`config.mk`:
```
export PLATFORM = sky130hd
export DESIGN_NAME = qoa_quantizer
export DESIGN_NICKNAME = d
export VERILOG_FILES = /design/src/rtl/qoa_quantizer.sv
export SDC_FILE = /design/constraint.sdc
export NUM_CORES = 1
export LEC_CHECK = 0
export ABC_AREA = 1
export CAP_MARGIN = 20
export CORE_ASPECT_RATIO = 1.4
export CORE_MARGIN = 2
export CORE_UTILIZATION = 42
export CTS_CLUSTER_SIZE = 30
export DETAILED_ROUTE_END_ITERATION = 6
export GPL_TIMING_DRIVEN = 0
export PLACE_DENSITY = 0.6
export REMOVE_ABC_BUFFERS = 1
export SYNTH_ARGS = -nofsm -noshare
export SYNTH_HDL_FRONTEND = slang
export SYNTH_SLANG_ARGS = --single-unit
```
`constraint.sdc`:
```
create_clock -name clk -period 8.6 [get_ports clk]
set_input_delay 1.29 -clock clk [delete_from_list [all_inputs] [get_ports clk]]
set_output_delay 1.29 -clock clk [all_outputs]
set_load 0.05 [all_outputs]
```
`src/rtl/qoa_quantizer.sv`:
```
// rtl/qoa_quantizer.sv - two-stage QOA residual quantizer with valid/ready handshake
//
// Ports:
//   clk, rst            clock; asynchronous active-high reset
//   in_valid, in_ready  input handshake for one residual/scalefactor pair
//   residual [16:0]     signed residual (sample minus prediction)
//   sf_quant [3:0]      scalefactor index 0..15
//   out_valid, out_ready output handshake for one quantized result
//   qr [2:0]            quantized residual index 0..7
//   recon [15:0]        signed dequantized value   (QOA_QUANT_RECON_EN only)
//   error [16:0]        signed residual - recon    (QOA_QUANT_RECON_EN only)
//
// Build option: define QOA_QUANT_RECON_EN to add the recon/error outputs.
module qoa_quantizer (
    input  logic               clk,
    input  logic               rst,
    input  logic               in_valid,
    output logic               in_ready,
    input  logic signed [16:0] residual,
    input  logic        [3:0]  sf_quant,
    output logic               out_valid,
    input  logic               out_ready,
    output logic        [2:0]  qr
`ifdef QOA_QUANT_RECON_EN
    ,
    output logic signed [15:0] recon,
    output logic signed [16:0] error
`endif
);

    // Fixed-point reciprocal of each scalefactor, scaled by 2^16.
    function automatic logic [17:0] recip(input logic [3:0] s);
        case (s)
            4'd0:    recip = 18'd65536;
            4'd1:    recip = 18'd9363;
            4'd2:    recip = 18'd3121;
            4'd3:    recip = 18'd1457;
            4'd4:    recip = 18'd781;
            4'd5:    recip = 18'd475;
            4'd6:    recip = 18'd311;
            4'd7:    recip = 18'd216;
            4'd8:    recip = 18'd156;
            4'd9:    recip = 18'd117;
            4'd10:   recip = 18'd90;
            4'd11:   recip = 18'd71;
            4'd12:   recip = 18'd57;
            4'd13:   recip = 18'd47;
            4'd14:   recip = 18'd39;
            default: recip = 18'd32;
        endcase
    endfunction

    // The whole pipeline moves together; a held result blocks everything.
    logic advance;
    assign advance  = ~out_valid_q | out_ready;
    assign in_ready = advance;

    // Stage 1
    logic               s1_valid_q;
    logic signed [34:0] prod_d, prod_q;
    logic               res_neg_q, res_nz_q;

    assign prod_d = $signed({{18{residual[16]}}, residual}) * $signed({17'b0, recip(sf_quant)});

    // Stage 2
    logic               out_valid_q;
    logic        [2:0]  qr_d, qr_q;
    logic signed [34:0] rounded;
    logic signed [19:0] n_raw, n_corr, s_res, s_n;
    logic signed [4:0]  n_clamp;
    logic        [4:0]  q_idx;

    always_comb begin
        rounded = prod_q + 35'sd32768;
        n_raw   = 20'(rounded >>> 16);
        s_res   = res_neg_q ? -20'sd1 : (res_nz_q ? 20'sd1 : 20'sd0);
        s_n     = n_raw[19] ? -20'sd1 : ((n_raw != 20'sd0) ? 20'sd1 : 20'sd0);
        // Nudges n away from zero so a nonzero residual never quantizes to 0
        // and the result keeps the residual's sign.
        n_corr  = n_raw + s_res - s_n;
        if (n_corr > 20'sd8)
            n_clamp = 5'sd8;
        else if (n_corr < -20'sd8)
            n_clamp = -5'sd8;
        else
            n_clamp = n_corr[4:0];
        q_idx = n_clamp[4:0] + 5'd8;
        case (q_idx)
            5'd0, 5'd1, 5'd2:    qr_d = 3'd7;
            5'd3, 5'd4:          qr_d = 3'd5;
            5'd5, 5'd6:          qr_d = 3'd3;
            5'd7:                qr_d = 3'd1;
            5'd8, 5'd9:          qr_d = 3'd0;
            5'd10, 5'd11:        qr_d = 3'd2;
            5'd12, 5'd13:        qr_d = 3'd4;
            default:             qr_d = 3'd6;
        endcase
    end

`ifdef QOA_QUANT_RECON_EN
    logic        [3:0]  sf_q;
    logic signed [16:0] residual_q;
    logic signed [15:0] recon_d, recon_q;
    logic signed [16:0] error_d, error_q;
    logic        [63:0] dq_row;
    logic        [15:0] dq_mag;

    // Dequantization magnitudes packed {col3, col2, col1, col0}.
    always_comb begin
        case (sf_q)
            4'd0:    dq_row = {16'd7,     16'd5,    16'd3,    16'd1};
            4'd1:    dq_row = {16'd49,    16'd32,   16'd18,   16'd5};
            4'd2:    dq_row = {16'd147,   16'd95,   16'd53,   16'd16};
            4'd3:    dq_row = {16'd315,   16'd203,  16'd113,  16'd34};
            4'd4:    dq_row = {16'd588,   16'd378,  16'd210,  16'd63};
            4'd5:    dq_row = {16'd966,   16'd621,  16'd345,  16'd104};
            4'd6:    dq_row = {16'd1477,  16'd950,  16'd528,  16'd158};
            4'd7:    dq_row = {16'd2128,  16'd1368, 16'd760,  16'd228};
            4'd8:    dq_row = {16'd2947,  16'd1895, 16'd1053, 16'd316};
            4'd9:    dq_row = {16'd3934,  16'd2529, 16'd1405, 16'd422};
            4'd10:   dq_row = {16'd5117,  16'd3290, 16'd1828, 16'd548};
            4'd11:   dq_row = {16'd6496,  16'd4176, 16'd2320, 16'd696};
            4'd12:   dq_row = {16'd8099,  16'd5207, 16'd2893, 16'd868};
            4'd13:   dq_row = {16'd9933,  16'd6386, 16'd3548, 16'd1064};
            4'd14:   dq_row = {16'd12005, 16'd7718, 16'd4288, 16'd1286};
            default: dq_row = {16'd14336, 16'd9216, 16'd5120, 16'd1536};
        endcase
        case (qr_d[2:1])
            2'd0:    dq_mag = dq_row[15:0];
            2'd1:    dq_mag = dq_row[31:16];
            2'd2:    dq_mag = dq_row[47:32];
            default: dq_mag = dq_row[63:48];
        endcase
        recon_d = qr_d[0] ? -$signed(dq_mag) : $signed(dq_mag);
        // Signs of residual and recon always agree, so 17 bits cannot overflow.
        error_d = residual_q - {recon_d[15], recon_d};
    end

    always_ff @(posedge clk or posedge rst) begin
        if (rst) begin
            sf_q       <= '0;
            residual_q <= '0;
            recon_q    <= '0;
            error_q    <= '0;
        end else if (advance) begin
            if (in_valid) begin
                sf_q       <= sf_quant;
                residual_q <= residual;
            end
            if (s1_valid_q) begin
                recon_q <= recon_d;
                error_q <= error_d;
            end
        end
    end

    assign recon = recon_q;
    assign error = error_q;
`endif

    always_ff @(posedge clk or posedge rst) begin
        if (rst) begin
            s1_valid_q  <= 1'b0;
            prod_q      <= '0;
            res_neg_q   <= 1'b0;
            res_nz_q    <= 1'b0;
            out_valid_q <= 1'b0;
            qr_q        <= '0;
        end else if (advance) begin
            s1_valid_q  <= in_valid;
            out_valid_q <= s1_valid_q;
            if (in_valid) begin
                prod_q    <= prod_d;
                res_neg_q <= residual[16];
                res_nz_q  <= (residual != 17'sd0);
            end
            if (s1_valid_q)
                qr_q <= qr_d;
        end
    end

    assign out_valid = out_valid_q;
    assign qr        = qr_q;

endmodule

```
Word-level counts from Yosys, hierarchy flattened
Memories as Yosys holds them, arrays and structs flattened. Index checks and enable logic that the tools add are counted. Widths: inputs -> output; s select.

Flip-flop bits (word level): 42. Bits in read-only memories: 272. Input port bits: 25. Output and inout bits: 5. Logic and storage cells: 28. Memories: 2.

Add/sub/neg operators: 4. $mul: 1. $lt $le $gt $ge: 2. Muxes and demuxes: 7. Bitwise operators: 2. Reductions and logical operators: 4.

Memories: (name not given) (depth 16, bits a word 14, read ports 1, clocked after Yosys merged registers in 0, write ports 0, RTL line 33) `case (s)`; (name not given) (depth 16, bits a word 3, read ports 1, clocked after Yosys merged registers in 0, write ports 0, RTL line 88) `case (q_idx)`.

Operator list (number): $mux 20 (2); $add 35x17->35 const B (1); $mul 17x19->35 (1); $add 19x20->20 (1); $gt 20x5->1 const B (1); $lt 20x4->1 const B (1); $reduce_bool 20->1 (1); $sub 20x20->20 (1); $reduce_bool 17->1 (1); $mux 5 (2); $add 5x4->5 const B (1); $reduce_and 2->1 (2); $mux 3 (1); $mux 1 (2); $not 1->1 (1); $or 1x1->1 (1).

Depth between registers and ports, before layout
An unclocked memory read counts as a cell.

Depth in word-level cells: 11. Mapped depth: 35.

Worst setup path after synthesis
No wires, ideal clock.

Kind: input to register. Start: input port sf_quant[0]. End: register prod_q[33]. Library setup time: 0.132 ns. Data arrival time: 6.847 ns. Required time: 8.468 ns. Path slack: 1.621 ns. Cell stages on the path: 25. Cell sequence: inv_1 > ha_1 > or2_2 > nor2_1 > a21oi_1 > nand2_1 > clkinv_1 > nand2_1 > fa_1 > fa_1 > fa_1 > fa_1 > fa_1 > inv_1 > fa_1 > ha_1 > a21oi_1 > o21ai_0 > a21oi_1 > inv_1 > a221oi_1 > nand2_1 > or2_2 > nand3_1 > o21ai_0.

Cells in the longest elaborated chain, start to end: 2.

RTL lines: from (decl) (RTL line 20) `input logic [3:0] sf_quant,`; $mem_v2 16x14; $mul 17x19->35 (RTL line 63) `assign prod_d = $signed({{18{residual[16]}}, residual}) * $signed({17'b0, recip(sf_quant)});`; to (signal assigned) (RTL line 173) `prod_q <= prod_d;`; to (decl) (RTL line 60) `logic signed [34:0] prod_d, prod_q;`.

No other way between the ends. A chain may end at the register's enable or synchronous reset.

Worst setup path after layout
Ends and elaborated chain as after synthesis.

==> results by group <==
Placed design
  • DP Worst Slack: -0.682 ns
  • Port Buffer Count: 29
  • RePlAce Congestion: slightly below 1
  • Post-DP HPWL: about 29 mm

Detailed routing
  • Final WL: between 30 and 40 mm
  • Via count: about 11000
  • DR vias/cell: slightly above 5
  • Routed WL per cell: about 17 um
  • Antenna viol nets, final: 0
  • First-pass DRT Iterations: 6
  • DRC: 0
  • Initial drt markers: around 500

Clock network
  • CTS Hold Bufs: 0
  • Clock Pin Slew Worst Setup and Hold Paths: 0.06 ns
  • Clock Path Buffers: 2
  • Root Driver: clkbuf_16
  • Clk_lat worst skew: between 0.2 and 0.3 ns
  • Clock sink total: 27
  • Inserted Clock Buffers: 3
  • CTS tree: built
  • H-tree levels: 1

Logic synthesis
  • Synth Flop Type: dfrtp_1
  • Async set-reset flop share out of synthesis: 1.00
  • Post-synth EDFFs: 0
  • Seq/Total Area, Yosys: 0.0556
  • Flops & latches, synth: 27
  • Cell variety after synth: between 40 and 50
  • Synth Instances: 1661
  • Mapped cell area: around 12000 um^2
  • Synth warnings: 0
  • Synthesized area per cell: 7.32 um^2

Floorplan
  • Die ar.: 30300 um^2
  • Die W: 148 um
  • Die Span Y: 205 um
  • Core area: about 28000 um^2
  • Core Rows: 73
  • Num ports: 30
  • Initial Utilization: 0.428

Critical path
  • Critical path endpoint category: register
  • CP Launch Type: input port
  • Register-to-Register Setup Slack: 2.39 ns
  • Family with the most delay on the worst path: adder cells
  • Critical path data required time: roughly 8.7 ns
  • Crit Path Class: in -> reg
  • Max incr delay on CP: about 0.56 ns
  • Worst path cell trace: clkdlybuf4s50_1 > inv_1 > ha_1 > or2_2 > nand3_1 > inv_1 > nand2_1 > fa_1 > fa_1 > inv_1 > fa_1 > fa_1 > fa_1 > fa_1 > ha_1 > a21oi_1 > o21ai_0 > a21oi_1 > inv_1 > a221oi_1 > nand2_1 > or2_2 > nand3_1 > o21ai_0
  • CP arrival: ~8.4 ns
  • Worst R2R Start: prod_q[17]
  • Reg2reg end: qr[2]
  • Buf/Inv on CP: 5
  • Slowest cell on the critical path: nand3_1
  • Worst Path Max Fanout: 12
  • Worst R2R Path Depth: 33
  • Cell mode on critical path: fa_1

Timing
  • Fin crit period: approximately 8 ns
  • Worst hold slack: 0.464 ns
  • Final WS setup: approximately 0.38 ns
  • Unrepaired setup endpoints after global routing: no
  • Final Hold Vio Count: 0
  • Rel. slew slack: 0.400
  • Max Slew Vio Count: 0
  • Fmax: approximately 120 MHz
  • Final worst-path cycle share: 0.956
  • Clock Skew: between 0.001 and 0.0015 ns
  • Worst slew pin tran: between 0.8 and 0.9 ns
  • Setup-failing EPs final: 0

Pwr
  • PnR Total Power: ~4.9 mW
  • Static leakage: 7.01 nW
  • Maximum VDD drop: 0.000184 V
  • Power per cell area: 373 nW/um^2

GRT
  • Grt ovf: 0
  • Initial antenna violation count: 0
  • Largest net degree at the start of global routing: 28
  • GR Util All Layers: 0.235
  • Vias in the first global route: 11361
  • First-pass GRT wire length: approximately 56 mm

Job
  • Max cap viols: 0

Worst hold path
  • Worst Hold Endpoint: out_valid
  • Worst min-delay path category: reg -> reg
  • Hold wc startpoint: s1_valid_q
  • Hold depth: 2

Status
  • Status: finished clean

Layout
  • Share of layout cells above drive strength 1: 0.0408
  • Area grow syn2layout: 6.97%
  • Final net count: roughly 2000
  • Antenna Cells: 0
-- how the worst max path moves through the flow --
stage	from	to	slack, ns	cells after the start
final	sf_quant[0]	prod_q[33]	0.38	24
after global routing	sf_quant[0]	prod_q[33]	0.01	26
after CTS	sf_quant[0]	prod_q[29]	0.05	25
after detailed placement	sf_quant[0]	prod_q[29]	-0.68	25
after global placement	sf_quant[0]	prod_q[29]	-0.67	25
after floorplan	sf_quant[0]	prod_q[33]	1.61	25
-- cells in the mapped netlist, types with 4 or more instances --
| library cell | count | share of area |
|---|---|---|
| o21ai_1 | 4 | 0.0016 |
| ha_1 | 169 | 0.17 |
| clkinv_1 | 4 | 0.0012 |
| or2_2 | 9 | 0.0046 |
| inv_1 | 356 | 0.11 |
| fa_1 | 194 | 0.32 |
| nor4_1 | 10 | 0.0051 |
| o21ai_0 | 41 | 0.017 |
| o21a_1 | 6 | 0.0037 |
| xnor2_1 | 7 | 0.0050 |
| a21oi_1 | 49 | 0.020 |
| xor2_1 | 24 | 0.017 |
| nand4_1 | 14 | 0.0072 |
| nor3_1 | 15 | 0.0062 |
| clkbuf_1 | 30 | 0.0093 |
| dfrtp_1 | 27 | 0.056 |
| nor2_2 | 6 | 0.0031 |
| nand3_2 | 7 | 0.0058 |
| nand2_1 | 364 | 0.11 |
| nand3_1 | 66 | 0.027 |
| nor2_1 | 209 | 0.065 |
| a31oi_1 | 6 | 0.0031 |
| nand2_2 | 12 | 0.0062 |
-- placed cells by master, fill, tap and decap left out, drive strengths merged --
cell type / instances
a211oi: 3
a21o: 1
a21oi: 51
a221oi: 1
a31oi: 6
and2: 1
buf: 4
clkbuf: 4
clkdlybuf4s50: 29
clkinv: 1
clkinvlp: 4
dfrtp: 27
fa: 194
ha: 169
inv: 358
nand2: 376
nand3: 73
nand3b: 3
nand4: 14
nor2: 217
nor3: 17
nor3b: 1
nor4: 10
o2111ai: 1
o211ai: 2
o21a: 6
o21ai: 45
o21bai: 1
o31ai: 1
or2: 12
or3b: 1
xnor2: 8
xor2: 24
-- worst register-to-register path: cells and delay by family, from the launching register on --
family | cells | cell delay (ns)
buffers and inverters | 3 | 0.19
DFF | 1 | 0.41
adders and majority gates | 4 | 1.34
xor gates and xnor gates | 1 | 0.75
and+or+nand+nor | 24 | 3.35
AOI/OAI and AO/OA | 1 | 0.06
-- routing by layer --
layer | track usage | vias up | share of wire
met5 | 0 | - | 0
met4 | 0.126 | 0 | 0.061
met3 | 0.0242 | 129 | 0.037
met1 | 0.238 | 5070 | 0.36
met2 | 0.465 | 277 | 0.54
li1 | - | 5069 | -
-- sequential cells by signal, summed over array words and instances (netlist names) --
signal      count
out_valid       1
s1_valid_q      1
res_nz_q        1
prod_q         20
res_neg_q       1
qr              3
-- per-stage QoR --
step,instances,setup TNS [ns],util,cell area [um^2]
2_1_floorplan,1628,0,-,12000
5_1_grt,2040,0,0.458,13000
3_5_place_dp,2034,-5.60,0.452,12800
6_report,2040,0,0.458,13000
3_3_place_gp,2032,-5.38,0.450,12800
4_1_cts,2038,0,0.455,12900
-- kinds of logic (layout without fill, tap and decap cells) --
kind of cell             Yosys count  count (layout)  synth area share
flip-flops                        27              27            0.0556
XOR/XNOR                          32              32            0.0237
AND/OR/NAND/NOR                  725             725             0.251
AO/OA/AOI/OAI                    118             118            0.0533
adder cells (fa/ha/maj)          363             363             0.493
buffers and inverters            396             400             0.123
-- cell type report --
type / instances / area [um^2]
Tap cell: 375 / 469
Multi-Input combinational cell: 1238 / 10000
Clock buffer: 4 / 78.8
Timing Repair Buffer: 33 / 360
Inverter: 363 / 1380
Sequential cell: 27 / 676
Fill cell: 2940 / 15400
-- power by group --
group	total, mW	internal [mW]	switching, mW
combinational	4.52	1.62	2.90
clock	0.108	0.0636	0.0444
sequential	0.218	0.176	0.0416
-- repair_timing --
action,4_1_cts,5_1_grt
pin swaps,0,0
gates cloned,0,0
buffers inserted,0,0
gates resized for setup,2,15
endpoints found under the setup margin,10,8
No activity file was read; power rests on OpenSTA's default activity.
==> RTL change: new RTL, same settings <==
The option `QOA_QUANT_RECON_EN` is turned on by a define.
--- a/src/rtl/qoa_quantizer.sv
+++ b/src/rtl/qoa_quantizer.sv
@@ -11,6 +11,8 @@
 //   error [16:0]        signed residual - recon    (QOA_QUANT_RECON_EN only)
 //
 // Build option: define QOA_QUANT_RECON_EN to add the recon/error outputs.
+`define QOA_QUANT_RECON_EN
+
 module qoa_quantizer (
     input  logic               clk,
     input  logic               rst,
Check against the original RTL (old outputs only; new: error and recon): same outputs for any inputs over 4 cycles, from zero or initial values and one cycle with rst high; that may be too few to reach the edited logic, so the function may still have changed.
==> RTL change against the unedited design <==
Sequential share of layout area is 4.9 points higher; setup slack worse by 0.25 ns; synthesized area is 33% higher; global-route usage is 0.61 points higher; design area is 53% higher; routed wire length is 42% higher; critical endpoint is now error[16]$_DFFE_PP0P_; sequential cell count is 53 higher; clock skew is 0.013 ns higher; largest cell class unchanged; die area is 33% higher.
Power is left out: the tool's default activity adds up to more than one toggle a clock period on the data nets, which glitch-free logic cannot reach.
==> RTL change: results (changes against the unedited design) <==
| Metric | Value |
|---|---|
| Outcome | `finished, final reports clean` |
| Placed cell area | `0.01733 mm^2 (+35%)` |
| I/O Buffers | `62 (+110%)` |
| Internal reg-to-reg setup slack | `0.13 ns (-2.26 ns)` |
| Met1 Use GR | `0.2704 (+0.03266)` |
| Xor/xnor share of the synthesized area | `0.02467 (+0.001007)` |
| Maximum number of pins on one net before global-route repair | `71 (+150%)` |
| Data arrival, critical path | `8.71 ns (+0.36 ns)` |
| Worst path slowest cell | `sky130_fd_sc_hd__dfrtp_1` |
| Routability Congestion | `0.9599 (-0.49%)` |
| Maximum single-stage delay on the critical path | `0.39 ns (-0.17 ns)` |
| Sequential fraction of the synthesis area | `0.1234 (+0.06780)` |
| GRT Total Usage | `0.2408 (+0.006114)` |
| Met3 Track Usage GR | `0.02056 (-0.003610)` |
| Detailed Routing Iterations Pass 1 | `5 (-1)` |
| Clk_lat worst skew | `0.36 ns (+0.09 ns)` |
| DRT Wirelength | `48110 um (+42%)` |
| Startpoint of the most critical register-to-register path | `prod_q[15]$_DFFE_PP0P_` |
| Peak Freq | `118.1 MHz (-2.9%)` |
| CP Capture Point | `error[16]$_DFFE_PP0P_` |
| Compound-cell area share of the yosys netlist | `0.07594 (+0.02265)` |
| Worst max-slew margin expressed relative to the limit | `0.2715 (-0.1289)` |
| Startpoint class of the critical path | `register` |
| Worst reg-to-reg path cell count | `66 (+100%)` |
| Total vias in the final route | `15010 (+42%)` |
| Cell type group with the largest total delay on the critical path | `simple AND/OR/NAND/NOR gates` |
| Max H-tree Level | `3 (+2)` |
| Post-CTS Repair Setup Buffers | `89 (+89)` |
| Area share of fa/ha/maj cells after synthesis | `0.3932 (-0.1000)` |
| TritonCTS Buffers | `9 (+6)` |
| Crit Path Max Fanout | `5 (-7)` |
| Wire length of the first global-routing pass | `76760 um (+37%)` |
| Final net count | `2797 (+36%)` |
| DRT met1 WL | `18130 um (+49%)` |
| Half-perimeter wire length of the detailed placement result | `37550 um (+28%)` |
| Layout cell share with drive strength beyond 1 | `0.1812 (+0.1404)` |
-- RTL change: area by class of cell --
| type | instances | area (um^2) |
|---|---|---|
| Fill cell | 3643 | 18360 |
| Timing Repair Buffer | 181 | 1715 |
| Tap cell | 478 | 598.1 |
| Inverter | 445 | 1697 |
| Multi-Input combinational cell | 1662 | 13590 |
| Clock buffer | 9 | 225.2 |
| Sequential cell | 80 | 2002 |
| Clock inverter | 7 | 91.34 |
-- RTL change: per-stage QoR --
step	utilization	cells	hold WS [ns]
4_1_cts	0.4964	2834	0.4821
2_1_floorplan	-	2185	0.4317
3_5_place_dp	0.4527	2729	0.4668
3_3_place_gp	0.4500	2725	0.4511
6_report	0.5204	2862	0.4818
5_1_grt	0.5204	2862	0.5054
-- RTL change: worst min-delay path: stages, from the launching register on --
cell and delay (ns):
sky130_fd_sc_hd__dfrtp_1 0.32, sky130_fd_sc_hd__inv_1 0.06, sky130_fd_sc_hd__nand2_1 0.07
